### src/rtl/pattern_gen_pkg.sv
// Shared types and helpers for the serial pattern generator.
package pattern_gen_pkg;

    localparam int PAT_W_DEF    = 8;
    localparam int REP_W_DEF    = 4;
    localparam int GAP_BITS_DEF = 2;

    // state | meaning
    // IDLE  | waiting for start_i
    // SHIFT | driving one pattern bit per cycle
    // GAP   | idle spacing between passes (optional build)
    // DONE  | one-cycle completion pulse
    typedef enum logic [1:0] {
        ST_IDLE  = 2'd0,
        ST_SHIFT = 2'd1,
        ST_GAP   = 2'd2,
        ST_DONE  = 2'd3
    } pg_state_e;

    // Requested lengths above the pattern register size send the whole register.
    function automatic int unsigned clamp_len(input int unsigned len, input int unsigned max_len);
        return (len > max_len) ? max_len : len;
    endfunction

endpackage

### src/rtl/pattern_bit_counter.sv
// Loadable down-counter with a terminal-count flag. The count parks at TC
// instead of wrapping, so a stray decrement can never underflow it.
module pattern_bit_counter #(
    parameter int W  = 4,
    parameter int TC = 0
) (
    input  logic         clk,
    input  logic         rst,
    input  logic         load_i,
    input  logic [W-1:0] load_val_i,
    input  logic         dec_i,
    output logic [W-1:0] cnt_o,
    output logic         tc_o
);

    localparam logic [W-1:0] TC_V = W'(TC);

    logic [W-1:0] cnt_q;
    logic [W-1:0] cnt_d;

    // Next count: load wins over decrement; decrement stops at terminal value.
    always_comb begin
        cnt_d = cnt_q;
        if (load_i) begin
            cnt_d = load_val_i;
        end else if (dec_i && (cnt_q != TC_V)) begin
            cnt_d = cnt_q - W'(1);
        end
    end

    // Count register.
    always_ff @(posedge clk or negedge rst) begin
        if (!rst) begin
            cnt_q <= '0;
        end else begin
            cnt_q <= cnt_d;
        end
    end

    assign cnt_o = cnt_q;
    assign tc_o  = (cnt_q == TC_V);

endmodule

### src/rtl/pattern_stream_gen.sv
// Serial pattern transmitter: sends pat[len-1..0] MSB-first, one bit per
// clock, repeated for the requested number of passes.
// Build option PATGEN_GAP_EN inserts GAP_BITS idle cycles between passes.
//
// state | meaning
// IDLE  | waiting for start_i; inputs latched on start
// SHIFT | out_o = pat[idx], idx counts down, reloads for further passes
// GAP   | idle spacing between passes (PATGEN_GAP_EN only)
// DONE  | done_o pulse for one cycle, then IDLE
module pattern_stream_gen
    import pattern_gen_pkg::*;
#(
    parameter int PAT_W = PAT_W_DEF,
    parameter int LEN_W = $clog2(PAT_W + 1),
    parameter int REP_W = REP_W_DEF
`ifdef PATGEN_GAP_EN
    ,
    parameter int GAP_BITS = GAP_BITS_DEF
`endif
) (
    input  logic             clk,
    input  logic             rst,
    input  logic             start_i,
    input  logic             abort_i,
    input  logic [PAT_W-1:0] pat_i,
    input  logic [LEN_W-1:0] len_i,
    input  logic [REP_W-1:0] rep_i,
    output logic             out_o,
    output logic             valid_o,
    output logic             busy_o,
    output logic             done_o
);

`ifdef PATGEN_GAP_EN
    localparam int GAP_W = (GAP_BITS < 2) ? 1 : $clog2(GAP_BITS);
`endif

    pg_state_e state_q, state_d;

    logic [PAT_W-1:0] pat_q, pat_d;
    logic [LEN_W-1:0] len_q, len_d;
    logic             out_q, out_d;
    logic             valid_q, busy_q, done_q;

    logic [LEN_W-1:0] len_eff;
    logic [REP_W-1:0] rep_eff;

    logic             idx_load, idx_dec, idx_tc;
    logic [LEN_W-1:0] idx_load_val, idx_cnt;
    logic             pass_load, pass_dec, pass_tc;
    logic [REP_W-1:0] pass_load_val, pass_cnt;
`ifdef PATGEN_GAP_EN
    logic             gap_load, gap_dec, gap_tc;
    logic [GAP_W-1:0] gap_load_val, gap_cnt;
`endif

    // Selects one pattern bit by index without a width-mismatched part select.
    function automatic logic bit_at(input logic [PAT_W-1:0] p, input logic [LEN_W-1:0] i);
        logic [PAT_W-1:0] s;
        s = p >> i;
        return s[0];
    endfunction

    assign len_eff = LEN_W'(clamp_len(int'(len_i), PAT_W));
    assign rep_eff = (rep_i == '0) ? REP_W'(1) : rep_i;

    pattern_bit_counter #(.W(LEN_W), .TC(0)) u_idx_cnt (
        .clk        (clk),
        .rst        (rst),
        .load_i     (idx_load),
        .load_val_i (idx_load_val),
        .dec_i      (idx_dec),
        .cnt_o      (idx_cnt),
        .tc_o       (idx_tc)
    );

    // Holds the passes still to send including the current one; parks at 1.
    pattern_bit_counter #(.W(REP_W), .TC(1)) u_pass_cnt (
        .clk        (clk),
        .rst        (rst),
        .load_i     (pass_load),
        .load_val_i (pass_load_val),
        .dec_i      (pass_dec),
        .cnt_o      (pass_cnt),
        .tc_o       (pass_tc)
    );

`ifdef PATGEN_GAP_EN
    pattern_bit_counter #(.W(GAP_W), .TC(0)) u_gap_cnt (
        .clk        (clk),
        .rst        (rst),
        .load_i     (gap_load),
        .load_val_i (gap_load_val),
        .dec_i      (gap_dec),
        .cnt_o      (gap_cnt),
        .tc_o       (gap_tc)
    );
`endif

    // Pass and gap counts are only consumed through their terminal flags.
    logic unused_cnt;
`ifdef PATGEN_GAP_EN
    assign unused_cnt = ^{pass_cnt, gap_cnt};
`else
    assign unused_cnt = ^pass_cnt;
`endif

    // Next-state, counter control and next serial bit.
    always_comb begin
        state_d       = state_q;
        pat_d         = pat_q;
        len_d         = len_q;
        out_d         = 1'b0;
        idx_load      = 1'b0;
        idx_load_val  = '0;
        idx_dec       = 1'b0;
        pass_load     = 1'b0;
        pass_load_val = '0;
        pass_dec      = 1'b0;
`ifdef PATGEN_GAP_EN
        gap_load      = 1'b0;
        gap_load_val  = '0;
        gap_dec       = 1'b0;
`endif

        case (state_q)
            ST_IDLE: begin
                if (start_i) begin
                    pat_d         = pat_i;
                    len_d         = len_eff;
                    pass_load     = 1'b1;
                    pass_load_val = rep_eff;
                    if (len_eff == '0) begin
                        state_d = ST_DONE;
                    end else begin
                        state_d      = ST_SHIFT;
                        idx_load     = 1'b1;
                        idx_load_val = len_eff - LEN_W'(1);
                        out_d        = bit_at(pat_i, len_eff - LEN_W'(1));
                    end
                end
            end

            ST_SHIFT: begin
                if (!idx_tc) begin
                    idx_dec = 1'b1;
                    out_d   = bit_at(pat_q, idx_cnt - LEN_W'(1));
                end else if (!pass_tc) begin
`ifdef PATGEN_GAP_EN
                    if (GAP_BITS > 0) begin
                        state_d      = ST_GAP;
                        gap_load     = 1'b1;
                        gap_load_val = GAP_W'(GAP_BITS - 1);
                    end else begin
                        idx_load     = 1'b1;
                        idx_load_val = len_q - LEN_W'(1);
                        pass_dec     = 1'b1;
                        out_d        = bit_at(pat_q, len_q - LEN_W'(1));
                    end
`else
                    // Seamless restart: next cycle carries the MSB again.
                    idx_load     = 1'b1;
                    idx_load_val = len_q - LEN_W'(1);
                    pass_dec     = 1'b1;
                    out_d        = bit_at(pat_q, len_q - LEN_W'(1));
`endif
                end else begin
                    state_d = ST_DONE;
                end
            end

            ST_GAP: begin
`ifdef PATGEN_GAP_EN
                if (gap_tc) begin
                    state_d      = ST_SHIFT;
                    idx_load     = 1'b1;
                    idx_load_val = len_q - LEN_W'(1);
                    pass_dec     = 1'b1;
                    out_d        = bit_at(pat_q, len_q - LEN_W'(1));
                end else begin
                    gap_dec = 1'b1;
                end
`else
                state_d = ST_IDLE;
`endif
            end

            ST_DONE: begin
                state_d = ST_IDLE;
            end

            default: begin
                state_d = ST_IDLE;
            end
        endcase

        // Abort beats bit advance and any start request once a run is active.
        if (abort_i && (state_q != ST_IDLE)) begin
            state_d   = ST_IDLE;
            out_d     = 1'b0;
            idx_load  = 1'b0;
            idx_dec   = 1'b0;
            pass_load = 1'b0;
            pass_dec  = 1'b0;
`ifdef PATGEN_GAP_EN
            gap_load  = 1'b0;
            gap_dec   = 1'b0;
`endif
        end
    end

    // State, latched request and registered outputs derived from the next state.
    always_ff @(posedge clk or negedge rst) begin
        if (!rst) begin
            state_q <= ST_IDLE;
            pat_q   <= '0;
            len_q   <= '0;
            out_q   <= 1'b0;
            valid_q <= 1'b0;
            busy_q  <= 1'b0;
            done_q  <= 1'b0;
        end else begin
            state_q <= state_d;
            pat_q   <= pat_d;
            len_q   <= len_d;
            out_q   <= (state_d == ST_SHIFT) ? out_d : 1'b0;
            valid_q <= (state_d == ST_SHIFT);
            busy_q  <= (state_d != ST_IDLE);
            done_q  <= (state_d == ST_DONE);
        end
    end

    assign out_o   = out_q;
    assign valid_o = valid_q;
    assign busy_o  = busy_q;
    assign done_o  = done_q;

endmodule

### config.mk
export PLATFORM = sky130hd
export DESIGN_NAME = pattern_stream_gen
export DESIGN_NICKNAME = d
export VERILOG_FILES = /design/src/rtl/pattern_gen_pkg.sv /design/src/rtl/pattern_bit_counter.sv /design/src/rtl/pattern_stream_gen.sv
export SDC_FILE = /design/constraint.sdc
export NUM_CORES = 1
export LEC_CHECK = 0
export CORE_MARGIN = 1
export CORE_UTILIZATION = 65
export CTS_CLUSTER_DIAMETER = 80
export DETAILED_ROUTE_END_ITERATION = 7
export DONT_BUFFER_PORTS = 1
export PLACE_DENSITY = 0.8
export SYNTH_ARGS = -nofsm -noshare
export SYNTH_HDL_FRONTEND = slang
export SYNTH_SLANG_ARGS = --single-unit
### constraint.sdc
create_clock -name clk -period 3.1 [get_ports clk]
set_clock_uncertainty 0.1 [all_clocks]
set_input_delay 0.62 -clock clk [delete_from_list [all_inputs] [get_ports clk]]
set_output_delay 0.62 -clock clk [all_outputs]
set_load 0.02 [all_outputs]
==> impl_metrics.toml, run 1 <==
[drt]
drtAntennaViolNets = 0
drt-pass1-iter-count = 4
route.vias.total = 1329
first_iter_violations = 63
wl_per_cell_um = 17.40
drc = 0
drt_wl_total_um = 3585
via_per_inst = 6.451

[synthesis]
yosys.area_share.simple = 0.2166
syn_area_per_cell_um2 = 9.256
post_synth_main_area_contributors = "dfrtp_1 40%, nand2_1 8.5%, mux4_2 6.9%, ha_1 4.6%, mux2i_1 4.3%"
synth-compound-area-share = 0.1551
synth.most_common_cell = "nand2_1"
synthMuxAreaShare = 0.1121
async_flop_share = 1.000
synth_fp_nets = 202
synth.top_cell.area_share = 0.3994
synth_edf_count = 0
ys.flop_type = "dfrtp_1"
synth_seq_cells = 26
ys_types = 43
yosys_warnings = 0
synth_top_family_by_area = "simple AND/OR/NAND/NOR gates"
syn_area_mm2 = 0.001629
ys_top_cells_by_count = "37 x nand2_1, 26 x dfrtp_1, 10 x a21oi_1"
synth_top_cell_by_area = "dfrtp_1"
synth_fa_ha_area_frac = 0.04608
seq_area_frac_synth = 0.3994
synthXorXnorAreaFrac = 0.03226
netlist_instances = 176

[critical_path]
cp.required_ns = 3.24
reg2reg_depth = 7
startpoint_type = "flop"
worstPathMaxFanout = 8
r2r_start = "u_idx_cnt.cnt_o[0]$_DFFE_PN0P_"
crit_arrival_ns = 2.39
timing.rr.end = "u_pass_cnt.cnt_o[0]$_DFFE_PN0P_"
rrSetupSlack_ns = 0.85
critPathKind = "reg -> reg"
end_kind = "flop"

[cts]
cts-root-buf = "clkbuf_4"
clk_pin_slew_ns = 0.15
h-tree-depth = 1
cts_sinks = 26
cts_made_buffers = 3
cts_tree = "yes"
clk_path_buf_depth = 2
insertion_delay_ns = 0.32

[final_layout]
multiInputGateArea_um2 = 920.9
design_area_mm2 = 0.001714
fillers = 161
final_net_count = 205
register_area_um2 = 650.6
drive_gt1_frac = 0.1124
n_antenna_cell = 0
area_growth_pct = 5.223

[die]
io_pins = 24
die_h_um = 52.06
num_rows = 17
core_mm2 = 0.002297
dieArea_mm2 = 0.002710
initial_core_util = 0.7092
die_x_um = 52.06

[grt]
grt-ovfl-total = 0
grt_usage = 0.3150
grt_pass1_vias = 1346
grt_max_degree = 27
antenna_found_initial = 0
grt_pass1_wl_um = 6175

[power]
finalPower_mw = 1.454
powerDensity_mw_per_mm2 = 848.1
leakage_nw = 0.7466
irDropWorstVdd_uv = 584.6

[placement]
gp_congestion = 0.8942
place_ws_ns = 0.7909
postPlaceCellArea_mm2 = 0.001648
portBuffers = 0
dp_hpwl_um = 2729

[timing]
period_share = 0.7272
max_slew_margin = 0.5785
fmax_ghz = 0.4436
final_max_slew_viol_count = 0
worst_slew_pin_slew_ns = 0.6308
rsz0062_at_grt = "false"
timing.final.crit_period_ns = 2.254
finalHoldViolations = 0
worst_slack_ns = 0.8458
setup_viol_count_final = 0
finalSetupTns_ns = 0

[worst_hold_path]
hp-class = "in -> reg"
min_to = "pat_q[6]$_DFFE_PN0P_"
hp-start = "pat_i[6]"
hold_depth = 2

[flow_run]
maxCapViolations = 0

[status]
status = "finished clean"
==> kinds of logic (layout without fill, tap and decap cells) <==
| logic type | Yosys count | after routing |
|---|---|---|
| flops | 26 | 26 |
| simple gates | 72 | 72 |
| compound gates | 40 | 40 |
| mux | 12 | 12 |
| fa+ha+maj | 6 | 6 |
| xor+xnor | 6 | 6 |
| buf+inv | 14 | 16 |
==> critical path, cell delays in order, from the launching register on <==
cell and delay [ns]:
dfrtp_1 0.47, inv_1 0.14, ha_1 0.25, nor3b_2 0.34, nand3b_2 0.23, a21oi_2 0.37
nand3_1 0.15, o211ai_1 0.12
==> routing by layer <==
layer	track usage	up-vias	wire length, um
met5	0	-	0
met2	0.4829	60	1679
met1	0.4506	638	1556
met3	0.05556	6	306
met4	0.09910	0	42
li1	-	625	-
==> per-stage QoR <==
stage / std cells / hold WS, ns / utilization
after global placement: 200 / 0.2249 / 0.7173
after detailed placement: 200 / 0.2249 / 0.7173
after floorplan: 176 / 0.2244 / -
after global routing: 206 / 0.2868 / 0.7462
final: 206 / 0.2880 / 0.7462
after CTS: 206 / 0.2876 / 0.7462
==> report_power, final <==
group | leakage (nW) | switching [mW] | total, mW | internal, mW
clock | 0.0210 | 0.0993 | 0.171 | 0.0718
combinational | 0.405 | 0.363 | 0.686 | 0.323
sequential | 0.321 | 0.143 | 0.596 | 0.453
total | 0.747 | 0.606 | 1.45 | 0.848
==> placed cells by master, fill, tap and decap left out, drive strengths merged, types with 4 or more instances in the layout <==
cell type	netlist	layout
o21ai	13	13
nor3b	4	4
o22ai	4	4
a21oi	11	11
nand2	37	37
inv	9	9
clkbuf	1	4
nand2b	4	4
xnor2	4	4
mux2i	7	7
mux4	5	5
ha	6	6
nor3	4	4
nor2	10	10
dfrtp	26	26
==> final cells by class <==
| type | instances | area share |
|---|---|---|
| clock buffer | 4 | 0.02117 |
| sequential | 26 | 0.3796 |
| timing repair buffer | 3 | 0.02190 |
| multi-input combinational | 136 | 0.5372 |
| inverter | 9 | 0.01971 |
| tap | 28 | 0.02044 |
==> sequential cells by signal, summed over array words and instances (netlist names) <==
signal	flops
u_pass_cnt.cnt_o	4
pat_q	8
u_idx_cnt.cnt_o	4
busy_o	1
done_o	1
out_o	1
state_q	2
valid_o	1
len_q	4
==> worst max-delay path by stage <==
stage	start	to	slack, ns
6_report	u_idx_cnt.cnt_o[0]$_DFFE_PN0P_	u_pass_cnt.cnt_o[0]$_DFFE_PN0P_	0.85
5_1_grt	u_idx_cnt.cnt_o[0]$_DFFE_PN0P_	u_pass_cnt.cnt_o[0]$_DFFE_PN0P_	0.67
4_1_cts	u_idx_cnt.cnt_o[0]$_DFFE_PN0P_	u_pass_cnt.cnt_o[0]$_DFFE_PN0P_	0.87
3_5_place_dp	len_i[0]	u_idx_cnt.cnt_o[3]$_DFFE_PN0P_	0.79
3_3_place_gp	len_i[0]	u_idx_cnt.cnt_o[3]$_DFFE_PN0P_	0.87
2_1_floorplan	len_i[0]	out_o$_DFF_PN0_	0.97
==> repair_timing <==
action / in CTS / in global routing
hold endpoints to repair: 26 / 0
resized for setup: 0 / 0
hold buffers: 2 / 0
setup buffers: 0 / 0
No activity file was read; power rests on OpenSTA's default activity.
==> run 2: changes to the inputs <==
Settings changed: CORE_UTILIZATION 65 to 56, PLACE_DENSITY 0.8 to 0.73.
Clock period 3.1 ns to 2 ns, I/O delays scaled along.
==> impl_metrics.toml, run 2 (synthesis gave the netlist of run 1 again) <==
[die]
dieArea_mm2 = 0.003129
die_x_um = 55.94
initial_core_util = 0.5907
die_h_um = 55.94
io_pins = 24
core_mm2 = 0.002758
num_rows = 19

[worst_hold_path]
hp-class = "in -> reg"
min_to = "pat_q[1]$_DFFE_PN0P_"
hold_depth = 2
hp-start = "pat_i[1]"

[power]
leakage_nw = 0.7841
internal_power_mw = 1.427
irDropWorstVdd_uv = 872.7
p_comb_frac = 0.509
p_clk_frac = 0.113
swShare = 0.4051
switching_power_mw = 0.9719
powerDensity_mw_per_mm2 = 1323
p_seq_frac = 0.378

[final_layout]
layout_common_cells = "37 x nand2_1, 26 x dfrtp_1, 10 x a21oi_1, 9 x nor2_1"
fin_util = 0.6574
n_antenna_cell = 0
design_area_mm2 = 0.001813
final_net_count = 212
drive_gt1_frac = 0.1676
multiInputGateArea_um2 = 963.4
top_register = "pat_q"
largest_register_ffs = 8
fillers = 225
register_area_um2 = 650.6
area_growth_pct = 11.29
mostFrequentLayoutCell = "nand2_1"

[cts]
insertion_delay_ns = 0.33
cts_sinks = 26
clk_path_buf_depth = 2
clk_pin_slew_ns = 0.14
cts_made_buffers = 3
cts-root-buf = "clkbuf_4"
h-tree-depth = 1
cts_tree = "yes"

[critical_path]
timing.rr.end = "out_o$_DFF_PN0_"
cp.required_ns = 2.18
critPathKind = "reg -> reg"
r2r_start = "len_q[0]$_DFFE_PN0P_"
crit_arrival_ns = 2.13
startpoint_type = "flop"
reg2reg_depth = 7
end_kind = "flop"
worstPathMaxFanout = 6
rrSetupSlack_ns = 0.05

[drt]
drt_wl_total_um = 3501
drt-pass1-iter-count = 4
first_iter_violations = 59
via_per_inst = 6.162
route.vias.total = 1331
drc = 0
drtAntennaViolNets = 0
wl_per_cell_um = 16.21

[timing]
period_share = 0.9764
fmax_ghz = 0.5121
worst_slack_ns = 0.04717
worst_slew_pin_slew_ns = 0.4324
max_slew_margin = 0.7117
setup_viol_count_final = 0
rsz0062_at_grt = "false"
finalHoldViolations = 0
timing.final.crit_period_ns = 1.953
final_max_slew_viol_count = 0

[grt]
grt_max_degree = 27
grt_pass1_vias = 1309
grt_usage = 0.2429
grt-ovfl-total = 0
antenna_found_initial = 0
grt_pass1_wl_um = 5913

[placement]
portBuffers = 0
place_ws_ns = -0.02527
postPlaceCellArea_mm2 = 0.001704
gp_congestion = 0.8369
dp_hpwl_um = 2646

[status]
status = "finished clean"

[flow_run]
maxCapViolations = 0
==> run 2: through the flow <==
step	std cells	total power [mW]	TNS (ns)	hold slack, ns
floorplan	176	1.738	0	0.004409
global placement	210	1.949	0	0.004928
detailed placement	210	2.013	-0.02527	0.004907
CTS	216	2.310	0	0.05556
global route	216	2.570	0	0.05213
finish	216	2.399	0	0.06145
==> run 2: how the worst max path moves through the flow <==
stage	startpoint	end	slack (ns)
after detailed placement	len_q[0]$_DFFE_PN0P_	out_o$_DFF_PN0_	-0.03
after global placement	len_q[0]$_DFFE_PN0P_	out_o$_DFF_PN0_	0.04
after CTS	len_q[0]$_DFFE_PN0P_	out_o$_DFF_PN0_	0.003
final	len_q[0]$_DFFE_PN0P_	out_o$_DFF_PN0_	0.05
after floorplan	len_q[0]$_DFFE_PN0P_	out_o$_DFF_PN0_	0.05
after global routing	len_q[0]$_DFFE_PN0P_	out_o$_DFF_PN0_	0.01
==> run 2: power groups by stage <==
stage / sequential, mW / combinational [mW] / clock [mW]
after floorplan: 0.861 / 0.877 / 0
after global placement: 0.891 / 1.06 / 0
after detailed placement: 0.905 / 1.11 / 0
after CTS: 0.893 / 1.14 / 0.279
after global routing: 0.929 / 1.35 / 0.291
final: 0.906 / 1.22 / 0.272
==> run 2: worst max-delay path: stages (launching register included) <==
cell      delay (ns)
dfrtp_1         0.40
inv_1           0.11
ha_2            0.35
mux2i_1         0.16
a311oi_2        0.27
o21ai_1         0.14
a211oi_2        0.24
o21a_1          0.13
==> run 2: cell type report <==
cell class                 count  area share
multi-input combinational    136      0.5314
timing repair buffer          10     0.04969
inverter                       9     0.01863
sequential                    26      0.3589
tap                           31     0.02139
clock buffer                   4     0.02001
==> run 2: what timing repair did <==
action	in CTS	in global routing
endpoints found under the setup margin	1	7
resized for setup	2	6
buffers inserted	0	0
hold buffers	2	0
pin swaps	1	0
hold endpoints to repair	26	0
==> run 2: per-layer routing <==
metal	vias up	part of all wire	track usage
li1	633	-	-
met3	5	0.057	0.03023
met1	643	0.43	0.3369
met2	50	0.49	0.3924
met4	0	0.013	0.09408
met5	-	0	0
